$ cat src/rtl/alu_serial_seq.sv
`default_nettype none
// ============================================================================
//  Module   : alu_serial_seq
//  Brief    : Bit-serial AND/OR sequencer that feeds a 1-bit ALU slice LSB-first
//             and reassembles the returned F bits into a WIDTH-bit result.
//  Revision : 1.0  initial release
// ============================================================================
module alu_serial_seq #(
    parameter int WIDTH = 8
) (
    input  logic             clk,
    input  logic             rst_n,
    input  logic             start,
    input  logic [WIDTH-1:0] op_a,
    input  logic [WIDTH-1:0] op_b,
    input  logic             op_sel,
    output logic             slice_a,
    output logic             slice_b,
    output logic             slice_s,
    input  logic             slice_f,
    output logic [WIDTH-1:0] result,
    output logic             busy,
    output logic             done
);

    localparam int CNT_W = $clog2(WIDTH);

    typedef enum logic [1:0] {
        IDLE  = 2'd0,
        SHIFT = 2'd1,
        DONE  = 2'd2
    } state_t;

    state_t             state_q,  state_d;
    logic [CNT_W-1:0]   cnt_q,    cnt_d;
    logic [WIDTH-1:0]   a_sh_q,   a_sh_d;
    logic [WIDTH-1:0]   b_sh_q,   b_sh_d;
    logic               sel_q,    sel_d;
    logic [WIDTH-1:0]   result_q, result_d;

    always_ff @(posedge clk or negedge rst_n) begin
        if (!rst_n) begin
            state_q  <= IDLE;
            cnt_q    <= '0;
            a_sh_q   <= '0;
            b_sh_q   <= '0;
            sel_q    <= 1'b0;
            result_q <= '0;
        end else begin
            state_q  <= state_d;
            cnt_q    <= cnt_d;
            a_sh_q   <= a_sh_d;
            b_sh_q   <= b_sh_d;
            sel_q    <= sel_d;
            result_q <= result_d;
        end
    end

    always_comb begin
        state_d  = state_q;
        cnt_d    = cnt_q;
        a_sh_d   = a_sh_q;
        b_sh_d   = b_sh_q;
        sel_d    = sel_q;
        result_d = result_q;
        slice_a  = 1'b0;
        slice_b  = 1'b0;
        slice_s  = 1'b0;

        case (state_q)
            IDLE: begin
                if (start) begin
                    a_sh_d   = op_a;
                    b_sh_d   = op_b;
                    sel_d    = op_sel;
                    cnt_d    = '0;
                    result_d = '0;
                    state_d  = SHIFT;
                end
            end

            SHIFT: begin
                slice_a  = a_sh_q[0];
                slice_b  = b_sh_q[0];
                slice_s  = sel_q;
                // F arrives combinationally this cycle and enters at the MSB,
                // so after WIDTH edges bit 0 of the operands lands at bit 0.
                result_d = {slice_f, result_q[WIDTH-1:1]};
                a_sh_d   = {1'b0, a_sh_q[WIDTH-1:1]};
                b_sh_d   = {1'b0, b_sh_q[WIDTH-1:1]};
                if (cnt_q == CNT_W'(WIDTH - 1)) begin
                    state_d = DONE;
                end else begin
                    cnt_d = cnt_q + CNT_W'(1);
                end
            end

            DONE: begin
                state_d = IDLE;
            end

            default: begin
                state_d = IDLE;
            end
        endcase
    end

    assign result = result_q;
    assign busy   = (state_q != IDLE);
    assign done   = (state_q == DONE);

endmodule
`default_nettype wire
$ cat config.mk
export PLATFORM = sky130hd
export DESIGN_NAME = alu_serial_seq
export DESIGN_NICKNAME = d
export VERILOG_FILES = /design/src/rtl/alu_serial_seq.sv
export SDC_FILE = /design/constraint.sdc
export NUM_CORES = 1
export LEC_CHECK = 0
export BUFFER_PORTS_ARGS = -buffer_cell sky130_fd_sc_hd__buf_4
export CELL_PAD_IN_SITES_DETAIL_PLACEMENT = 1
export CELL_PAD_IN_SITES_GLOBAL_PLACEMENT = 1
export CORE_UTILIZATION = 40
export DETAILED_ROUTE_END_ITERATION = 8
export GPL_ROUTABILITY_DRIVEN = 0
export PLACE_DENSITY_LB_ADDON = 0.1
export SKIP_LAST_GASP = 1
export SYNTH_ARGS = -nofsm -noshare
export SYNTH_HDL_FRONTEND = slang
export SYNTH_SLANG_ARGS = --single-unit
$ cat constraint.sdc
create_clock -name clk -period 1.5 [get_ports clk]
set_clock_uncertainty 0.1 [all_clocks]
set_input_delay 0 -clock clk [delete_from_list [all_inputs] [get_ports clk]]
set_output_delay 0 -clock clk [all_outputs]
set_load 0.02 [all_outputs]
* Word level (Yosys, flattened, before mapping)
Index checks and enable logic that the tools add are counted.
Storage, ports and cells: input port bits 21, memory bits (writable) 0, register bits 30, bits in latches 0, memory bits (read-only) 0, memories kept 0
Cells by class: multiply operators 0, shifts and indexed selects 0, magnitude comparators 0, add/subtract/negate cells 1, div/mod/pow operators 0, reduce and logical (&&, ||, !) cells 7, equal/unequal tests 6, bitwise gates (word level) 0, muxes and demuxes 15
Operator list (count):
- one-hot mux 8 bit (2 select lines) | 3
- two-way mux 8 bit | 3
- two-way mux 3 bit | 2
- inequality test 2 bit (second input constant) | 3
- one-hot mux 3 bit (2 select lines) | 1
- AND reduction 2 bit | 3
- two-way mux 2 bit | 2
- one-hot mux 2 bit (2 select lines) | 1
- nonzero test 2 bit | 2
- adder 3 x 1 -> 3 bit (second input constant) | 1
- equality test 3 bit (second input constant) | 1
- two-way mux 1 bit | 3
- AND reduction 3 bit | 1
- equality test 2 x 1 -> 1 bit (second input constant) | 1
- equality test 2 bit (second input constant) | 1
- logical NOT 2 bit | 1

* Depth between registers and ports, before layout
Gate-level depths: netlist of the first run.
depth after elaboration 3, gate-level depth with buffers 5

* Worst setup path before layout of the first run
OpenSTA, ideal clock, no wires.
kind register -> register, start point register state_q[1], end point register b_sh_q[1], clock period less this slack 1.331 ns, arrival time 1.101 ns, setup time 0.129 ns, required time 1.271 ns, path slack 0.169 ns, cell stages (with the launch flop) 5, cells stage by stage dfrtp_1 buf_4 or2_1 o32ai_1 a21oi_1
Between the ends: word-level cells in the longest chain between the ends 3, elaborated cells on any way between the ends 6
Ends and longest elaborated chain:
- from (decl) | RTL line 34 | state_t state_q, state_d;
- from (signal assigned) | RTL line 50 | state_q <= state_d;
- equality test 2 x 1 -> 1 bit / logical NOT 2 bit (equally long branches) | RTL line 70 | case (state_q)
- nonzero test 2 bit (no line) / inequality test 2 bit (equally long branches)
- AND reduction 2 bit (no line)
- to (signal assigned) | RTL line 53 | b_sh_q <= b_sh_d;
- to (decl) | RTL line 37 | logic [WIDTH-1:0] b_sh_q, b_sh_d;
Several ways; a longest one is shown, not always the timed one. A chain may end at the register's enable or synchronous reset.

* Worst setup path in the final report of the first run
start point register state_q[1], end point register b_sh_q[0]
The elaborated chain is that of the path after synthesis.

==> run metrics, run 1 <==
vias=1332; Power Total=3.79 mW; CTS tree=done; register area share after synthesis=0.544; Top Ports=34; Flop pwr share=0.393; max cap viols=0; Post-Synth XOR/XNOR Area=0; Syn Area/Cell=11.0 µm²; clk_lat worst skew=330 ps; largest family of logic cells by synthesized area=compound AO/OA/AOI/OAI gates; post-synth net total=148; Final min period=1460 ps; startpoint types=register; internal power=2.23 mW; Comb pwr share=0.474; RSZ-0062 raised after global routing=false; Die H=60.7 µm; clk buf depth=2; switching part of the total power=0.410; crit path max fanout=13; Async S/R FF share, synth=1.00; Synth Warn #=0; DRC viols=0; Synth Area in Simple Gates=0.0844; Std-Cell Rows=20; initial antenna violation count=0; TritonRoute pass-1 iters=4; Power per Cell Area=1920 nW/µm²; H-tree depth=2; die width=60.7 µm; drt via density=5.79; Synth Cell Area=1380 µm²; # diodes=0; pin count of the biggest net entering global routing=31; run status=complete, no violations; post-DR wirelength/cell=18.9 µm; Crit path required time=1610 ps; post-synthesis adder-cell area fraction=0.0181; pre-CTS setup slack=34.5 ps; post-route ant nets=0; # setup viols final=0; #FFs+latches synth=30; Core Footprint=3150 µm²; root buffer cell=clkbuf_4; mux share of post-synthesis cell area=0.00817; worst slew pin tran=388 ps; port bufs=33; register clock-pin slew on the reported worst setup and hold paths=100 ps; CP Capture Type=register; Pleak=0.893 nW; max_slew headroom=0.741; post-synthesis compound-gate area fraction=0.284; total CTS buffers=5; Netlist cell types=27; Total Neg Setup Slack=0 ps; first-pass GRT wire length=6.87 mm; final-stage net count=208; sw power=1.55 mW; Post-synth EDFFs=0; grt ovf=0; share of cells above drive strength 1=0.333; Worst Path Class, Setup=reg -> reg; Initial Util=0.437; final worst slack=41.2 ps; Max Fclk=686 MHz; total track usage=0.268; highest ir drop seen on vdd=1.01 mV; Starting DRT DRC Count=89; Min-Delay Path Class=in -> async; final period utilization=0.973; Critical Path AT=1570 ps; top_reg_cell synth=dfrtp_1; most frequent cells in the layout=buf_4, dfrtp_1, o22ai_1, dlygate4sd3_1, a21oi_1; area delta synth->final=43.0%; most common cell after layout, fill and taps aside=buf_4; final wirelength=4.34 mm; die footprint=3690 µm²; Final Slew Violations=0; vias in the first global route=1414; Detail Placement HPWL=2.28 mm; Clock Power Share=0.133; Synth Instances=125; Sink Count=30; Fin. Hold Viols=0
==> repair_timing <==
item / 4_1_cts / 5_1_grt
endpoints found under the setup margin: 4 / 8
resized for setup: 1 / 6
cloned: 0 / 0
endpoints found under the hold margin: 49 / 0
hold buffers: 20 / 0
setup buffers: 1 / 0
==> cell type report <==
class,count,area [µm²]
clock inverters,1,5.00
repair buffers,62,532
multi-input cells,82,558
inverters,4,15.0
clock buffers,7,55.1
fillers,361,1180
flip-flops and latches,30,752
well taps,44,55.1
==> power groups by stage <==
| stage | registers, mW | logic [mW] | clock network [mW] |
|---|---|---|---|
| 3_3_place_gp | 1.46 | 1.58 | 0 |
| 4_1_cts | 1.46 | 1.72 | 0.531 |
| 2_1_floorplan | 1.52 | 1.02 | 0 |
| 5_1_grt | 1.53 | 1.96 | 0.556 |
| 6_report | 1.49 | 1.80 | 0.504 |
| 3_5_place_dp | 1.48 | 1.66 | 0 |
==> per-layer routing <==
metal  up-vias  share of wire  global-route usage
li1        600              -                   -
met1       663           0.40               0.305
met2        52           0.52               0.452
met3        17          0.039              0.0618
met4         0          0.040               0.172
met5         -              0                   0
==> registers in the layout (all words and copies together), names as in the netlist <==
register,flops
a_sh_q,8
b_sh_q,8
cnt_q,3
result,8
sel_q,1
state_q,2
==> per-stage QoR <==
step           utilization  instances  hold WS, ps  cell area (µm²)
2_1_floorplan            -        125         -396             1380
3_3_place_gp         0.535        201         -156             1690
3_5_place_dp         0.535        201         -148             1690
4_1_cts              0.620        230         26.8             1950
5_1_grt              0.625        230         44.1             1970
6_report             0.625        230         27.2             1970
==> worst max-delay path: stages, from the launching register on <==
cell and delay, ps:
dfrtp_2 430, buf_4 170, nand2b_4 140, buf_4 190
o22ai_1 190, a21oi_1 110
==> final timing paths <==
check                                             from                endpoint  slack [ps]  cells after the start
max in group asynchronous                        rst_n  state_q[1]$_DFFE_PN0P_         970                      2
worst min-delay path                             rst_n   a_sh_q[5]$_DFFE_PN0P_          30                      2
min in group clk                               slice_f   result[7]$_DFFE_PN0P_         340                      3
worst max-delay path            state_q[1]$_DFFE_PN0P_   b_sh_q[0]$_DFFE_PN0P_          40                      5
worst min register to register   result[0]$_DFFE_PN0P_   result[0]$_DFFE_PN0P_         430                      1
worst max register to register  state_q[1]$_DFFE_PN0P_   b_sh_q[0]$_DFFE_PN0P_          40                      5
==> kinds of logic (layout without fill, tap and decap cells) <==
logic type                 count (synthesis)  after routing
buffers and inverters                     13             74
AOI/OAI and AO/OA                         61             61
muxes                                      1              1
DFF                                       30             30
and+or+nand+nor                           18             18
adders and majority gates                  2              2
==> cell usage after synthesis (3+ instances only) <==
cell type,number,area [µm²]
buf_2,4,20.0
o22ai_1,26,163
dfrtp_1,30,751
nand2_1,3,11.3
o21ai_0,4,20.0
a22o_1,8,70.1
and3_1,4,25.0
a21oi_1,16,80.1
nor2_1,3,11.3
buf_6,3,33.8
o2bb2ai_1,3,26.3
No activity file was read; power rests on OpenSTA's default activity.
==> run 2: changes to the inputs <==
--- a/config.mk
+++ b/config.mk
@@ -11,7 +11,8 @@
 export CORE_UTILIZATION = 40
 export DETAILED_ROUTE_END_ITERATION = 8
 export GPL_ROUTABILITY_DRIVEN = 0
-export PLACE_DENSITY_LB_ADDON = 0.1
+export PLACE_DENSITY = 0.79
+export SETUP_SLACK_MARGIN = 0.3
 export SKIP_LAST_GASP = 1
 export SYNTH_ARGS = -nofsm -noshare
 export SYNTH_HDL_FRONTEND = slang
==> run 2 against run 1 <==
The flow now stops in global routing (5_1_grt). Area after synthesis is the same. Synthesized cell count is the same.
==> run metrics, run 2 <==
synth top area cells=dfrtp_1, o22ai_1, a21oi_1; Synth top cells by count=dfrtp_1, o22ai_1, a21oi_1; Std-Cell Rows=20; root buffer cell=clkbuf_4; error msg=[ERROR DPL-0033] detailed placement checks failed during check placement.; failing step=global routing (5_1_grt); Detail Placement HPWL=2.44 mm; Sink Count=30; total CTS buffers=5; # placed instances=200; register area share after synthesis=0.544; Synth Instances=125; #FFs+latches synth=30; die width=60.7 µm; Initial Util=0.437; pin count of the biggest net entering global routing=31; Synth Cell Area=1380 µm²; Async S/R FF share, synth=1.00; Netlist cell types=27; WEP type=output port; Top Ports=34; Synth Warn #=0; post-synth net total=148; most frequent cell after synthesis=dfrtp_1; Post-synth EDFFs=0; initial antenna violation count=1; H-tree depth=2; clk buf depth=2; port bufs=33; Die H=60.7 µm; critical endpoint after global-route timing repair=busy; Yosys top cell by area=dfrtp_1; Placed Instance Area=1690 µm²; run status=aborted with a tool error; Syn Area/Cell=11.0 µm²; top_reg_cell synth=dfrtp_1; top-area cell type share of the netlist area=0.544
## run 2: repair_timing
item                                    CTS
setup buffers                            12
cloned                                    2
hold endpoints to repair                 49
pin swaps                                25
hold buffers                             20
endpoints found under the setup margin   35
gates resized for setup                  49
## run 2: kinds of logic after synthesis
| kind of cell | count (synthesis) | share of synthesized area |
|---|---|---|
| adders and majority gates | 2 | 0.0181 |
| DFF | 30 | 0.544 |
| buffers and inverters | 13 | 0.0608 |
| and+or+nand+nor | 18 | 0.0844 |
| muxes | 1 | 0.00817 |
| AOI/OAI and AO/OA | 61 | 0.284 |
## run 2: stage by stage
step | worst slack, ps | utilization
4_1_cts | 130 | 0.725
3_5_place_dp | 99.1 | 0.537
3_3_place_gp | 182 | 0.537
2_1_floorplan | 242 | -
==> run 3: changes to the inputs <==
==> config.mk (replaced) <==
export PLATFORM = sky130hd
export DESIGN_NAME = alu_serial_seq
export DESIGN_NICKNAME = d
export VERILOG_FILES = /design/src/rtl/alu_serial_seq.sv
export SDC_FILE = /design/constraint.sdc
export NUM_CORES = 1
export LEC_CHECK = 0
export BUFFER_PORTS_ARGS = -buffer_cell sky130_fd_sc_hd__buf_4
export CORE_AREA = 2 2 63 65
export DETAILED_ROUTE_END_ITERATION = 8
export DIE_AREA = 0 0 65 67
export GPL_ROUTABILITY_DRIVEN = 0
export PLACE_DENSITY_LB_ADDON = 0.15
export SKIP_LAST_GASP = 1
export SYNTH_ARGS = -nofsm -noshare
export SYNTH_HDL_FRONTEND = slang
export SYNTH_SLANG_ARGS = --single-unit
==> run 3 against run 2 <==
The run now ends clean.
==> run metrics, run 3 (synthesis results as in run 1) <==
CP Capture Type=primary output; max cap viols=0; final period utilization=0.957; DRC viols=0; initial antenna violation count=0; Power per Cell Area=1970 nW/µm²; FF-to-FF End=b_sh_q[1]$_DFFE_PN0P_; Initial Util=0.382; total CTS buffers=5; Top Ports=34; run status=complete, no violations; Clock Power Share=0.206; Starting DRT DRC Count=43; worst slew pin tran=386 ps; startpoint types=register; vias=1216; final wirelength=3.36 mm; Final min period=1440 ps; CTS tree=done; root buffer cell=clkbuf_8; TritonRoute pass-1 iters=4; R2R Path Start=state_q[1]$_DFFE_PN0P_; grt ovf=0; port bufs=33; Final Slew Violations=0; area delta synth->final=47.3%; Fin. Hold Viols=0; Total Neg Setup Slack=0 ps; most common cell after layout, fill and taps aside=buf_4; crit path max fanout=4; worst hold slack=83.9 ps; Die H=67 µm; die footprint=4360 µm²; worst r2r path cells=5; Critical Path AT=1340 ps; drt via density=5.17; clk_lat worst skew=280 ps; RSZ-0062 raised after global routing=true; vias in the first global route=1237; Worst Path Class, Setup=reg -> out; highest ir drop seen on vdd=1.13 mV; pin count of the biggest net entering global routing=31; max_slew headroom=0.742; clk buf depth=2; H-tree depth=2; share of cells above drive strength 1=0.326; Pleak=0.924 nW; Crit path required time=1400 ps; Flop pwr share=0.366; first-pass GRT wire length=5.74 mm; Std-Cell Rows=22; die width=65 µm; Max Fclk=697 MHz; Min-Delay Path Class=in -> async; total track usage=0.173; switching part of the total power=0.364; sw power=1.45 mW; Sink Count=30; Comb pwr share=0.428; # setup viols final=0; post-route ant nets=0; post-DR wirelength/cell=14.3 µm; final-stage net count=210; Core Footprint=3610 µm²; R2R setup slack=100 ps; # diodes=0; most frequent cells in the layout=buf_4, dfrtp_1, o22ai_1, dlygate4sd3_1, a21oi_1; register clock-pin slew on the reported worst setup and hold paths=70 ps; Detail Placement HPWL=2.20 mm; internal power=2.54 mW
## run 3: cell type report
class	count	area [µm²]
clock inverter	1	30.0
inverter	4	16.3
fill	319	1580
sequential	30	751
timing repair buffer	64	542
clock buffer	6	82.6
tap	48	60.1
multi-input combinational	82	549
## run 3: what timing repair did
item	CTS	global route
endpoints found under the setup margin	4	7
buffers inserted	0	2
hold buffers	20	0
resized for setup	2	4
hold endpoints to repair	49	0
## run 3: worst max path at each step
stage                                 from               endpoint  slack [ps]  depth (start not counted)
floorplan           state_q[1]$_DFFE_PN0P_  b_sh_q[1]$_DFFE_PN0P_         170                          4
global placement      cnt_q[0]$_DFFE_PN0P_   cnt_q[1]$_DFFE_PN0P_         160                          5
detailed placement    cnt_q[0]$_DFFE_PN0P_   cnt_q[1]$_DFFE_PN0P_          -3                          5
CTS                 state_q[1]$_DFFE_PN0P_                slice_b          -4                          5
global route        state_q[1]$_DFFE_PN0P_                slice_b         0.4                          5
finish              state_q[1]$_DFFE_PN0P_                   busy          60                          4
## run 3: metal layers
metal	global-route usage	up-vias	routed length, µm
met2	0.291	22	1650
met5	0	-	0
met3	0.0524	5	132
met1	0.216	583	1540
met4	0.0479	0	36
li1	-	606	-
## run 3: critical path, stage by stage, from the launching register on
cell	delay, ps
dfrtp_1	400
buf_6	140
buf_4	140
or2_1	220
buf_4	160
## run 3: power groups by stage
stage	logic (mW)	clock network (mW)	registers (mW)
detailed placement	1.63	0	1.48
global route	1.89	0.894	1.51
global placement	1.58	0	1.46
CTS	1.68	0.836	1.47
finish	1.71	0.821	1.46
floorplan	1.02	0	1.52
## run 3: per-stage QoR
step	setup WS, ps	std cells	util	cell area [µm²]	power, mW
6_report	65.0	235	0.563	2030	3.99
5_1_grt	0.378	235	0.563	2030	4.30
4_1_cts	-4.44	233	0.555	2000	3.98
3_5_place_dp	-2.67	206	0.467	1690	3.11
3_3_place_gp	162	206	0.467	1690	3.03
2_1_floorplan	169	125	-	1380	2.54
==> run 4: changes to the inputs <==
--- a/config.mk
+++ b/config.mk
@@ -10,6 +10,8 @@
 export DETAILED_ROUTE_END_ITERATION = 8
 export DIE_AREA = 0 0 65 67
 export GPL_ROUTABILITY_DRIVEN = 0
+export GPL_TIMING_DRIVEN = 0
+export MAX_ROUTING_LAYER = met4
 export PLACE_DENSITY_LB_ADDON = 0.15
 export SKIP_LAST_GASP = 1
 export SYNTH_ARGS = -nofsm -noshare
==> run 4 against run 3 <==
Critical path type unchanged. Sequential share of layout area rose by 1.1 points. Critical path depth unchanged. Power is 4.5% lower. Wire length rose by 1.0%.
==> run metrics, run 4 (synthesis results as in run 1) <==
run status=complete, no violations; H-tree depth=2; CP Capture Type=primary output; Min-Delay Path Class=in -> async; Sink Count=30; Starting DRT DRC Count=47; most frequent cells in the layout=buf_4, dfrtp_1, o22ai_1, dlygate4sd3_1, a21oi_1; port bufs=32; Top Layer Used=met4; Placed Instance Area=1680 µm²; sw power=1.46 mW; Final min period=1400 ps; Non-Filler Instances=232; clk buf depth=2; Std-Cell Rows=22; total track usage=0.183; Critical Path AT=1300 ps; Util after Layout=0.546; FF-to-FF End=sel_q$_DFFE_PN0P_; Crit path required time=1400 ps; startpoint types=register; final-stage net count=206; Die H=67 µm; clk_lat worst skew=280 ps; Top Ports=34; DRC viols=0; Power per Cell Area=1930 nW/µm²; Core Footprint=3610 µm²; met3 routed WL=164 µm; area delta synth->final=42.9%; Final Slew Violations=0; final wirelength=3.40 mm; die footprint=4360 µm²; worst r2r path cells=4; share of cells above drive strength 1=0.315; # setup viols final=0; root buffer cell=clkbuf_8; TritonRoute pass-1 iters=4; die width=65 µm; initial antenna violation count=0; fin area=1970 µm²; grt ovf=0; Pleak=0.894 nW; DR WL met2=1.68 mm; max cap viols=0; Post-CTS Setup Bufs=0; Clock Power Share=0.175; vias=1238; drt via density=5.34; Worst Path Class, Setup=reg -> out; Flop pwr share=0.386; worst slew pin tran=399 ps; Detail Placement HPWL=2.21 mm; Comb pwr share=0.439; first-pass GRT wire length=5.76 mm; post-route ant nets=0; post-DR wirelength/cell=14.6 µm; RSZ-0062 raised after global routing=false; CTS tree=done; Fin. Hold Viols=0; max_slew headroom=0.734; switching part of the total power=0.384; R2R setup slack=100 ps; total CTS buffers=5; most common cell after layout, fill and taps aside=buf_4; register clock-pin slew on the reported worst setup and hold paths=60 ps; crit path max fanout=10; # placed instances=205; # diodes=0; Total Neg Setup Slack=0 ps; internal power=2.35 mW; vias in the first global route=1265; Max Fclk=713 MHz; Initial Util=0.382; pre-CTS setup slack=67.9 ps; R2R Path Start=state_q[1]$_DFFE_PN0P_; final period utilization=0.935; wire length on met1=1.53 mm; highest ir drop seen on vdd=0.819 mV; pin count of the biggest net entering global routing=31; final worst slack=97.6 ps
==> run 4: cell type report <==
cell class,instances,area [µm²]
buffer,9,71.3
clock buffer,7,86.3
clock inverter,1,5.00
fill,333,1640
inverter,4,17.5
multi-input combinational,82,549
sequential,30,751
tap,48,60.1
timing repair buffer,51,430
==> run 4: routing by layer <==
metal  global-route usage  vias to the layer above
met5                    -                        -
met4               0.0559                        0
met3               0.0507                        2
met2                0.302                       32
met1                0.218                      610
li1                     -                      594
==> run 4: worst max-delay path, cell delays in order, from the launching register on <==
cell     delay (ps)
dfrtp_1         410
inv_4           120
buf_4           190
and3_1          170
buf_4           140
==> run 4: worst max path at each step <==
stage                            from               endpoint  slack, ps  depth (start not counted)
3_5_place_dp     cnt_q[0]$_DFFE_PN0P_   cnt_q[1]$_DFFE_PN0P_         70                          5
3_3_place_gp     cnt_q[0]$_DFFE_PN0P_   cnt_q[1]$_DFFE_PN0P_        120                          5
5_1_grt          cnt_q[0]$_DFFE_PN0P_   cnt_q[0]$_DFFE_PN0P_          6                          5
2_1_floorplan  state_q[1]$_DFFE_PN0P_  b_sh_q[1]$_DFFE_PN0P_        170                          4
6_report       state_q[1]$_DFFE_PN0P_                slice_a        100                          4
4_1_cts        state_q[1]$_DFFE_PN0P_                slice_a         30                          4
==> run 4: repair_timing <==
action                     in CTS  in global routing
setup endpoints to repair       4                  6
hold buffers                   19                  0
pin swaps                       0                  0
resized for setup               1                  5
hold endpoints to repair       48                  0
==> run 4: power groups by stage <==
| stage | Combinational, mW | Sequential [mW] | Clock [mW] |
|---|---|---|---|
| finish | 1.67 | 1.47 | 0.668 |
| global route | 1.85 | 1.52 | 0.726 |
| CTS | 1.68 | 1.46 | 0.686 |
| detailed placement | 1.63 | 1.48 | 0 |
| global placement | 1.59 | 1.46 | 0 |
| floorplan | 1.02 | 1.52 | 0 |
==> run 4: stage by stage <==
stage	hold WS [ps]	power [mW]
after CTS	94.7	3.83
after detailed placement	-146	3.11
after floorplan	-396	2.54
after global routing	125	4.10
after global placement	-148	3.04
final	88.4	3.81
